--- config.mk ---
export PLATFORM = sky130hd
export DESIGN_NAME = stream_demux_1xn
export DESIGN_NICKNAME = d
export VERILOG_FILES = /design/src/rtl/demux_pkg.sv /design/src/rtl/stream_reg_slice.sv /design/src/rtl/stream_demux_1xn.sv
export SDC_FILE = /design/constraint.sdc
export NUM_CORES = 1
export LEC_CHECK = 0
export CAP_MARGIN = 20
export CORE_MARGIN = 4
export CORE_UTILIZATION = 60
export CTS_BUF_LIST = sky130_fd_sc_hd__clkbuf_4 sky130_fd_sc_hd__clkbuf_8
export CTS_CLUSTER_DIAMETER = 50
export DETAILED_ROUTE_END_ITERATION = 7
export DONT_BUFFER_PORTS = 1
export GPL_TIMING_DRIVEN = 0
export PLACE_DENSITY = 0.76
export SYNTH_ARGS = -nofsm -noshare
export SYNTH_HDL_FRONTEND = slang
export SYNTH_SLANG_ARGS = --single-unit
export TNS_END_PERCENT = 10
--- constraint.sdc ---
create_clock -name clk -period 3.9 [get_ports clk]
set_input_delay 0.78 -clock clk [delete_from_list [all_inputs] [get_ports clk]]
set_output_delay 0.78 -clock clk [all_outputs]
set_load 0.02 [all_outputs]
--- src/rtl/demux_pkg.sv ---
// Shared types and helpers for the registered 1-to-N stream demultiplexer.
package demux_pkg;

  localparam int MAX_N     = 64;
  localparam int MAX_SEL_W = 6;

  typedef enum logic [1:0] {
    IDLE = 2'd0,
    PKT  = 2'd1,
    DROP = 2'd2
  } state_e;

  // Select width for n channels, never less than one bit.
  function automatic int sel_width(input int n);
    int w;
    w = 1;
    for (int i = 0; i < 8; i++) begin
      if ((1 << w) < n) w++;
    end
    return w;
  endfunction

  function automatic logic [MAX_N-1:0] onehot(input logic [MAX_SEL_W-1:0] sel, input int n);
    onehot = '0;
    if (int'(sel) < n) onehot[sel] = 1'b1;
  endfunction

endpackage

--- src/rtl/stream_reg_slice.sv ---
// Single output register holding one beat plus its destination channel.
module stream_reg_slice #(
  parameter int DATA_W = 8,
  parameter int SEL_W  = 3
) (
  input  logic              clk,
  input  logic              rst,
  input  logic              load,
  input  logic              drain,
  input  logic [DATA_W-1:0] in_data,
  input  logic              in_last,
  input  logic [SEL_W-1:0]  in_dest,
  output logic              occ,
  output logic [DATA_W-1:0] data,
  output logic              last,
  output logic [SEL_W-1:0]  dest
);

  logic              occ_q, occ_d;
  logic [DATA_W-1:0] data_q, data_d;
  logic              last_q, last_d;
  logic [SEL_W-1:0]  dest_q, dest_d;

  // Load wins over drain so accept-plus-drain reloads in the same cycle.
  always_comb begin
    occ_d  = occ_q;
    data_d = data_q;
    last_d = last_q;
    dest_d = dest_q;
    if (load) begin
      occ_d  = 1'b1;
      data_d = in_data;
      last_d = in_last;
      dest_d = in_dest;
    end else if (drain) begin
      occ_d = 1'b0;
    end
  end

  always_ff @(posedge clk) begin
    if (rst) begin
      occ_q  <= 1'b0;
      data_q <= '0;
      last_q <= 1'b0;
      dest_q <= '0;
    end else begin
      occ_q  <= occ_d;
      data_q <= data_d;
      last_q <= last_d;
      dest_q <= dest_d;
    end
  end

  assign occ  = occ_q;
  assign data = data_q;
  assign last = last_q;
  assign dest = dest_q;

endmodule

--- src/rtl/stream_demux_1xn.sv ---
// Registered 1-to-N packet demultiplexer: destination latched on the first
// beat of a packet, out-of-range packets are swallowed and flagged.
module stream_demux_1xn
  import demux_pkg::*;
#(
  parameter  int N_OUT  = 8,
  parameter  int DATA_W = 8,
  localparam int SEL_W  = sel_width(N_OUT)
) (
  input  logic              clk,
  input  logic              rst,
  input  logic              s_valid,
  output logic              s_ready,
  input  logic [DATA_W-1:0] s_data,
  input  logic              s_last,
  input  logic [SEL_W-1:0]  s_sel,
  output logic [N_OUT-1:0]  m_valid,
  input  logic [N_OUT-1:0]  m_ready,
  output logic [DATA_W-1:0] m_data,
  output logic              m_last,
  output logic              err_sel
);

  localparam logic [SEL_W:0] N_OUT_V = (SEL_W+1)'(N_OUT);

  state_e            state_q, state_d;
  logic [SEL_W-1:0]  cur_sel_q, cur_sel_d;
  logic              err_q, err_d;

  logic              occ, out_last, drain, accept, load, sel_ok;
  logic [SEL_W-1:0]  dest, load_dest;
  logic [DATA_W-1:0] out_data;

  // Only the selected channel's ready can drain, since m_valid is one-hot.
  assign drain   = |(m_valid & m_ready);
  assign s_ready = !rst && ((state_q == DROP) || !occ || drain);
  assign accept  = s_valid && s_ready;
  assign sel_ok  = {1'b0, s_sel} < N_OUT_V;

  always_comb begin
    state_d   = state_q;
    cur_sel_d = cur_sel_q;
    err_d     = 1'b0;
    load      = 1'b0;
    load_dest = cur_sel_q;
    case (state_q)
      IDLE: begin
        if (accept) begin
          if (sel_ok) begin
            load      = 1'b1;
            load_dest = s_sel;
            cur_sel_d = s_sel;
            state_d   = s_last ? IDLE : PKT;
          end else begin
            err_d   = 1'b1;
            state_d = s_last ? IDLE : DROP;
          end
        end
      end
      PKT: begin
        if (accept) begin
          load = 1'b1;
          if (s_last) state_d = IDLE;
        end
      end
      DROP: begin
        if (accept && s_last) state_d = IDLE;
      end
      default: state_d = IDLE;
    endcase
  end

  always_ff @(posedge clk) begin
    if (rst) begin
      state_q   <= IDLE;
      cur_sel_q <= '0;
      err_q     <= 1'b0;
    end else begin
      state_q   <= state_d;
      cur_sel_q <= cur_sel_d;
      err_q     <= err_d;
    end
  end

  stream_reg_slice #(
    .DATA_W (DATA_W),
    .SEL_W  (SEL_W)
  ) u_slice (
    .clk     (clk),
    .rst     (rst),
    .load    (load),
    .drain   (drain),
    .in_data (s_data),
    .in_last (s_last),
    .in_dest (load_dest),
    .occ     (occ),
    .data    (out_data),
    .last    (out_last),
    .dest    (dest)
  );

  assign m_valid = occ ? N_OUT'(onehot(MAX_SEL_W'(dest), N_OUT)) : '0;
  assign m_data  = out_data;
  assign m_last  = out_last;
  assign err_sel = err_q;

endmodule

### Word level (Yosys, flattened, before mapping)

Index checks and enable logic that the tools add are counted.

| word-level totals | value |
|---|---|
| bits in registers | 18 |
| input bits | 23 |

| operators by class | value |
|---|---|
| $lt $le $gt $ge | 2 |
| eq/ne operators | 6 |
| mux-type cells | 15 |
| bitwise logic cells | 1 |
| reduce and logical (&&, ||, !) cells | 13 |

Operators with widths:

| operator | count |
|---|---|
| AND 8 bit | 1 |
| 2-to-1 mux 2 bit | 4 |
| 2-to-1 mux 8 bit | 1 |
| OR reduction 8 bit | 1 |
| < comparator 3 x 7 -> 1 bit, second input constant | 1 |
| 2-to-1 mux 1 bit | 6 |
| 2-to-1 mux 3 bit | 2 |
| != test 2 bit, second input constant | 3 |
| case mux 2 bit (3 select lines) | 1 |
| logical AND 1 bit | 4 |
| AND reduction 4 bit | 1 |
| demux 1 bit (select 3 bit) | 1 |
| greater-or-equal comparator 3 x 1 -> 1 bit, second input constant | 1 |
| == test 2 x 1 -> 1 bit, second input constant | 1 |
| == test 2 bit, second input constant | 1 |
| zero test 1 bit | 2 |
| zero test 2 bit | 1 |
| logical OR 1 bit | 2 |
| != test 2 x 1 -> 1 bit, second input constant | 1 |
| nonzero test 2 bit | 1 |
| OR reduction 2 bit | 1 |

### Depth between registers and ports, before layout

Gate-level depths: netlist (run 1).

| depth | value |
|---|---|
| depth in word-level cells | 13 |
| depth in mapped cells | 6 |
| gate-level depth less buffers | 4 |

### Cells and area by module

From an unflattened synthesis (run 1), not the netlist that was laid out.

| unflattened totals | value |
|---|---|
| cells, all modules | 91 |
| area, all modules | 895.9 µm² |

By module, submodules not included:

| module | instances | cells an instance | area an instance (µm²) | sequential area each (µm²) |
|---|---|---|---|---|
| stream_reg_slice | 1 | 43 | 476.7 | 260.2 |
| stream_demux_1xn | 1 | 48 | 419.2 | 80.1 |

### Worst setup path before layout (run 1)

No wires, ideal clock.

| path | value |
|---|---|
| path kind | in2out |
| start | in m_ready[5] |
| end | out s_ready |
| arrival | 1.535 ns |
| setup slack | 1.585 ns |
| cell stages on the path | 3 |
| path buffers | 0 |
| path through | mux4_2 > nand2b_4 > a21oi_1 |

| between the ends | value |
|---|---|
| longest elaborated chain between the ends | 4 |

RTL lines:

| what | RTL line | source |
|---|---|---|
| from (decl) | stream_demux_1xn.sv:18 | `input logic [N_OUT-1:0] m_ready,` |
| AND 8 bit | stream_demux_1xn.sv:35 | `assign drain = \|(m_valid & m_ready);` |
| OR reduction 8 bit | stream_demux_1xn.sv:35 |  |
| logical OR 1 bit | stream_demux_1xn.sv:36 | `assign s_ready = !rst && ((state_q == DROP) \|\| !occ \|\| drain);` |
| logical AND 1 bit | stream_demux_1xn.sv:36 |  |
| to (decl) | stream_demux_1xn.sv:13 | `output logic s_ready,` |

Every way passes these cells.

### Final worst setup path (run 1)

| path | value |
|---|---|
| start | reg u_slice.dest_q[0] (netlist: u_slice.dest[0]) |
| end | out s_ready |

| between the ends | value |
|---|---|
| longest elaborated chain between the ends | 9 |
| elaborated cells on any way between the ends | 10 |

RTL lines:

| what | RTL line | source |
|---|---|---|
| from (decl) | stream_reg_slice.sv:22 | `logic [SEL_W-1:0] dest_q, dest_d;` |
| from (signal assigned) | stream_reg_slice.sv:50 | `dest_q <= dest_d;` |
| < comparator 3 x 7 -> 1 bit (implied by the code) or greater-or-equal comparator 3 x 1 -> 1 bit (tied branches) | demux_pkg.sv:25 | `if (int'(sel) < n) onehot[sel] = 1'b1;` |
| logical AND 1 bit (implied by the code) | demux_pkg.sv:25 |  |
| 2-to-1 mux 1 bit (implied by the code) | demux_pkg.sv:25 |  |
| demux 1 bit (select 3 bit) (*) | demux_pkg.sv:25 |  |
| 2-to-1 mux 8 bit (*) | stream_demux_1xn.sv:102 | `assign m_valid = occ ? N_OUT'(onehot(MAX_SEL_W'(dest), N_OUT)) : '0;` |
| AND 8 bit (*) | stream_demux_1xn.sv:35 |  |
| OR reduction 8 bit (*) | stream_demux_1xn.sv:35 |  |
| logical OR 1 bit (*) | stream_demux_1xn.sv:36 |  |
| logical AND 1 bit (*) | stream_demux_1xn.sv:36 |  |

Mark *: on every way between the ends. The rest lies on a longest branch, timed or not.

==> key figures, run 1 <==
Setup path
  • Critical Path AT: 1.70 ns
  • Worst Setup Start Kind: flip-flop
  • Crit end category: primary output
  • Critical path type: reg -> out
  • CP Max Fanout: 8
  • Worst EP required: 3.12 ns

STA
  • TNS Setup: 0 ns
  • Unrepaired setup endpoints after global routing: no
  • Final setup fails: 0
  • Slew Limit Fails: 0
  • Ratio of final minimum period to clock period: 63.6%
  • Clock skew: 0.00683 ns
  • Worst-margin pin slew: 0.665 ns
  • Hold Violations, Final: 0
  • Rel. slew slack: 55.4%
  • F_max: 403 MHz
  • Post-layout min period: 2.48 ns
  • Final Hold Slack: 0.483 ns

Clock network
  • # hold bufs at CTS: 0
  • Setup Fix Bufs, Post-CTS: 0
  • Clock-pin slew on the worst setup and hold paths: 0.11 ns
  • H-tree depth: 1
  • Root Buffer: clkbuf_4
  • Clock Latency Late Sink: 0.29 ns
  • CTS Sinks: 17
  • CTS tree: done
  • PostCTS Resize Cnt: 0
  • Cts bufs inserted: 3
  • Clock buffer depth: 2

Min path
  • HP Class: reg -> reg

Global route
  • Grt ovf: 0
  • Vias in the first global route: 716
  • Antenna violations before repair: 0
  • GRT Overall Usage: 15.9%
  • Global-route wire length before repair: 3.13 mm
  • Largest net degree at the start of global routing: 11

Route
  • Final ANT Viol Nets: 0
  • Initial DRT Pass Iterations: 4
  • Routed vias: 678
  • DR DRC count: 0
  • 1st-iter DRT viols: 2
  • Detailed-route vias per instance: 5.51
  • Routed WL: 1.83 mm
  • Wire per inst: 14.9 microns

Status
  • Status: finished clean

Floorplanning
  • Die area: 2340 sq um
  • Die Wd: 48.4 microns
  • Starting Density: 64.3%
  • I/O Pins: 42
  • Area of the core: 1520 sq um
  • Chip height: 48.4 microns
  • Row cnt: 14

Yosys
  • Avg Inst Size Synth: 9.51 sq um
  • Top cells by area, synth: dfxtp_1 (35%), mux2i_1 (18%), nand2b_1 (17%), nor2_1 (4.2%), buf_6 (2.3%)
  • Mapped Cells: 103
  • Sequential share of the synthesized area: 34.7%
  • Asr flop ratio synth: 0%
  • Prevailing post-synth register cell: dfxtp_1
  • Yosys cell types: 23
  • Mapped Area: 980 sq um
  • Area leader, netlist: dfxtp_1
  • Synth cell count leaders: nand2b_1 (27), mux2i_1 (18), dfxtp_1 (17), nor2_1 (11), clkbuf_1 (4)
  • Post-synth EDFFs: 0
  • Post-synth top area share: 34.7%
  • Seq cells post-synth: 17
  • Yosys warning count: 0
  • Syn_nets: 126
  • Most common cell in the synthesized netlist: nand2b_1

Place
  • RePlAce Congestion: 0.725
  • IO buf count: 0
  • Post-DP HPWL: 1.45 mm
  • Dpl cells: 119

Finish
  • Nets: 131
  • Area growth, synth to finish: 4.85%
  • N_diodes: 0
  • Share of layout cells above drive strength 1: 14.0%
  • Final std cells w/o fill: 123

Pwr
  • Max IR drop VDD: 0.230 mV
  • Leak: 0.390 nW
  • PD cells: 367 nW/um^2

Flow run
  • Max Cap Violations: 0
## cell families (layout without fill, tap and decap cells)
kind of cell	count (synthesis)	in the layout	synth area share [%]
muxes	21	21	23.0
DFF	17	17	34.7
other	1	1	0.383
and+or+nand+nor	47	47	27.3
buffers and inverters	8	12	4.98
AOI/OAI and AO/OA	9	9	9.58
## critical path: stages (launching register included)
cell and delay, ns:
dfxtp_1 0.32, buf_6 0.13, nand2b_1 0.18, o221a_4 0.35
a21oi_1 0.43
## flip-flops by register name (all words and copies together) (netlist names)
signal / flops
u_slice.last: 1
u_slice.occ: 1
state_q: 1
u_slice.data: 8
u_slice.dest: 3
cur_sel_q: 3
## worst paths after layout
check             startpoint         endpoint  slack, ns  cells after the start
max          u_slice.dest[0]          s_ready       1.42                      4
min reg2reg     cur_sel_q[0]     cur_sel_q[0]       0.48                      2
min             cur_sel_q[0]     cur_sel_q[0]       0.48                      2
max reg2reg  u_slice.dest[0]  u_slice.data[3]       2.21                      6
## cell type report
type / count / area [sq um]
multi-input cells: 78 / 591
fillers: 128 / 497
flip-flops and latches: 17 / 340
plain buffers: 7 / 45.0
clock buffers: 3 / 22.5
well taps: 16 / 20.0
clock inverters: 1 / 5.00
inverters: 1 / 3.75
## metal layers
metal / vias to the layer above / wire length (microns) / GRT usage [%]
li1: 347 / - / -
met2: 26 / 878 / 25.7
met3: 0 / 196 / 7.67
met1: 305 / 755 / 19.2
met5: - / 0 / 0
met4: 0 / 0 / 2.76
## stage by stage
step | total power, mW | util [%] | setup WS (ns) | cell area (sq um)
6_report | 0.377 | 67.4 | 1.42 | 1030
5_1_grt | 0.400 | 67.4 | 1.32 | 1030
4_1_cts | 0.381 | 67.4 | 1.40 | 1030
3_5_place_dp | 0.287 | 65.6 | 1.54 | 1000
3_3_place_gp | 0.285 | 65.6 | 1.54 | 1000
2_1_floorplan | 0.275 | - | 1.59 | 980
## cell usage in the layout, fill, tap and decap left out, drive strengths merged
cell,instances
nand2b,28
mux2i,18
dfxtp,17
nor2,11
clkbuf,7
a21oi,4
buf,3
nand2,2
nor3,2
nor2b,2
mux2,2
o2bb2ai,2
mux4,1
o221a,1
or2b,1
inv,1
a211oi,1
or2,1
o21ai,1
conb,1
clkinv,1
## power by group
part	total (mW)	switching (mW)	internal (mW)
Combinational	0.0772	0.0396	0.0376
Clock	0.0944	0.0563	0.0381
Sequential	0.205	0.0185	0.187
Total	0.377	0.114	0.263
Note: power is estimated with default switching activity, not from simulation.
==> inputs of run 2 (changes only) <==
- CORE_UTILIZATION: 60 -> 58
- clock period: 3.9 -> 2 ns (I/O delays scaled with it)
==> key figures, run 2 (same netlist as run 1, synthesis figures left out) <==
Route
  • Final ANT Viol Nets: 0
  • Wire per inst: 14.0 microns
  • DR DRC count: 0
  • Routed vias: 672
  • Initial DRT Pass Iterations: 2
  • 1st-iter DRT viols: 10
  • Routed WL: 1.72 mm
  • Detailed-route vias per instance: 5.46

Finish
  • Final core occ: 66.6%
  • Register Area: 340 sq um
  • Largest register FFs: 8
  • Area growth, synth to finish: 6.00%
  • Most frequent cells in the layout: nand2b_1 (27), mux2i_1 (18), dfxtp_1 (17)
  • Commonest non-fill, non-tap cell in the layout: nand2b_1
  • N_diodes: 0
  • Final std cells w/o fill: 123
  • Design area: 1040 sq um
  • Share of layout cells above drive strength 1: 15.0%
  • Filler cells: 134
  • Nets: 131
  • Multi-input gate area: 602 sq um

Pwr
  • Leak: 0.392 nW
  • Max IR drop VDD: 0.464 mV
  • P_int: 0.514 mW
  • Tot Pwr: 0.741 mW
  • PD cells: 713 nW/um^2
  • NetSw: 0.227 mW
  • Logic gate share of total power: 20.7%
  • Net Sw Frac: 30.6%
  • Clock power frac: 25.3%
  • Seq pwr share: 54.0%

Flow run
  • Max Cap Violations: 0

Setup path
  • CP max-delay cell: o221a_4
  • Worst Setup Start Kind: flip-flop
  • Crit end category: primary output
  • Critical-path cell list: buf_6 -> nand2b_1 -> o221a_4 -> a21oi_4
  • Critical Path AT: 1.52 ns
  • WP buf/inv: 1
  • Worst EP required: 1.60 ns
  • CP Max Fanout: 8
  • Crit-path leading delay family: compound AO/OA/AOI/OAI gates
  • Crit-path max cell delay: 0.36 ns
  • Critical path type: reg -> out

Global route
  • Grt ovf: 0
  • Global-route wire length before repair: 2.78 mm
  • GRT Overall Usage: 14.5%
  • Vias in the first global route: 634
  • Largest net degree at the start of global routing: 11
  • Antenna violations before repair: 0

Place
  • Pre-CTS WS: 0.223 ns
  • Dpl cell area: 1000 sq um
  • IO buf count: 0
  • Post-DP HPWL: 1.31 mm
  • Dpl cells: 119
  • RePlAce Congestion: 0.754

Clock network
  • Cts bufs inserted: 3
  • Clock Latency Late Sink: 0.29 ns
  • Clock buffer depth: 2
  • Clock-pin slew on the worst setup and hold paths: 0.10 ns
  • Root Buffer: clkbuf_4
  • H-tree depth: 1
  • CTS tree: done
  • Setup Fix Bufs, Post-CTS: 0
  • CTS Sinks: 17

Floorplanning
  • Die Wd: 49.1 microns
  • Starting Density: 62.8%
  • Chip height: 49.1 microns
  • Die area: 2410 sq um
  • Area of the core: 1560 sq um
  • I/O Pins: 42
  • Row cnt: 14

STA
  • TNS Setup: 0 ns
  • Worst-margin pin slew: 0.621 ns
  • Unrepaired setup endpoints after global routing: no
  • Hold Violations, Final: 0
  • F_max: 521 MHz
  • Post-layout min period: 1.92 ns
  • Rel. slew slack: 58.3%
  • Setup WS post-layout: 0.0818 ns
  • Clock skew: 0.00289 ns
  • Final setup fails: 0
  • Ratio of final minimum period to clock period: 95.9%
  • Final Hold Slack: 0.227 ns
  • Slew Limit Fails: 0

Status
  • Status: finished clean

Min path
  • HP Class: in -> reg
run 2: cell type report:
cell class              count  share of cell area (%)
clock inverters             1                   0.482
well taps                  16                    1.93
flip-flops and latches     17                    32.8
multi-input cells          78                    58.0
inverters                   1                   0.361
plain buffers               7                    4.34
clock buffers               3                    2.17
run 2: power by group through the flow:
stage	clock network, mW	logic, mW	registers [mW]
3_3_place_gp	0	0.148	0.407
5_1_grt	0.202	0.170	0.404
4_1_cts	0.192	0.152	0.401
6_report	0.187	0.153	0.400
3_5_place_dp	0	0.150	0.409
2_1_floorplan	0	0.134	0.403
run 2: worst paths after layout:
path,startpoint,to,slack (ns),cells past startpoint
setup reg to reg,u_slice.dest[0],state_q[0],0.33,5
hold reg to reg,cur_sel_q[0],cur_sel_q[0],0.49,2
setup / recovery,u_slice.dest[0],s_ready,0.08,4
hold / removal,s_valid,u_slice.occ,0.23,2
run 2: repair_timing:
item                       in CTS  in global routing
hold buffers                    0                  0
gates cloned                    0                  0
setup endpoints to repair       1                  1
resized for setup               1                  1
run 2: worst reg2reg max path, stage by stage, from the launching register on:
cell	delay (ns)
dfxtp_1	0.32
buf_6	0.13
nand2b_1	0.18
o221a_4	0.36
a21oi_4	0.23
mux2_2	0.35
run 2: per-layer routing:
metal / track usage [%] / share of wire, %
met5: 0 / 0
met4: 8.53 / 1.6
met3: 4.59 / 10
met1: 17.5 / 44
met2: 22.3 / 44
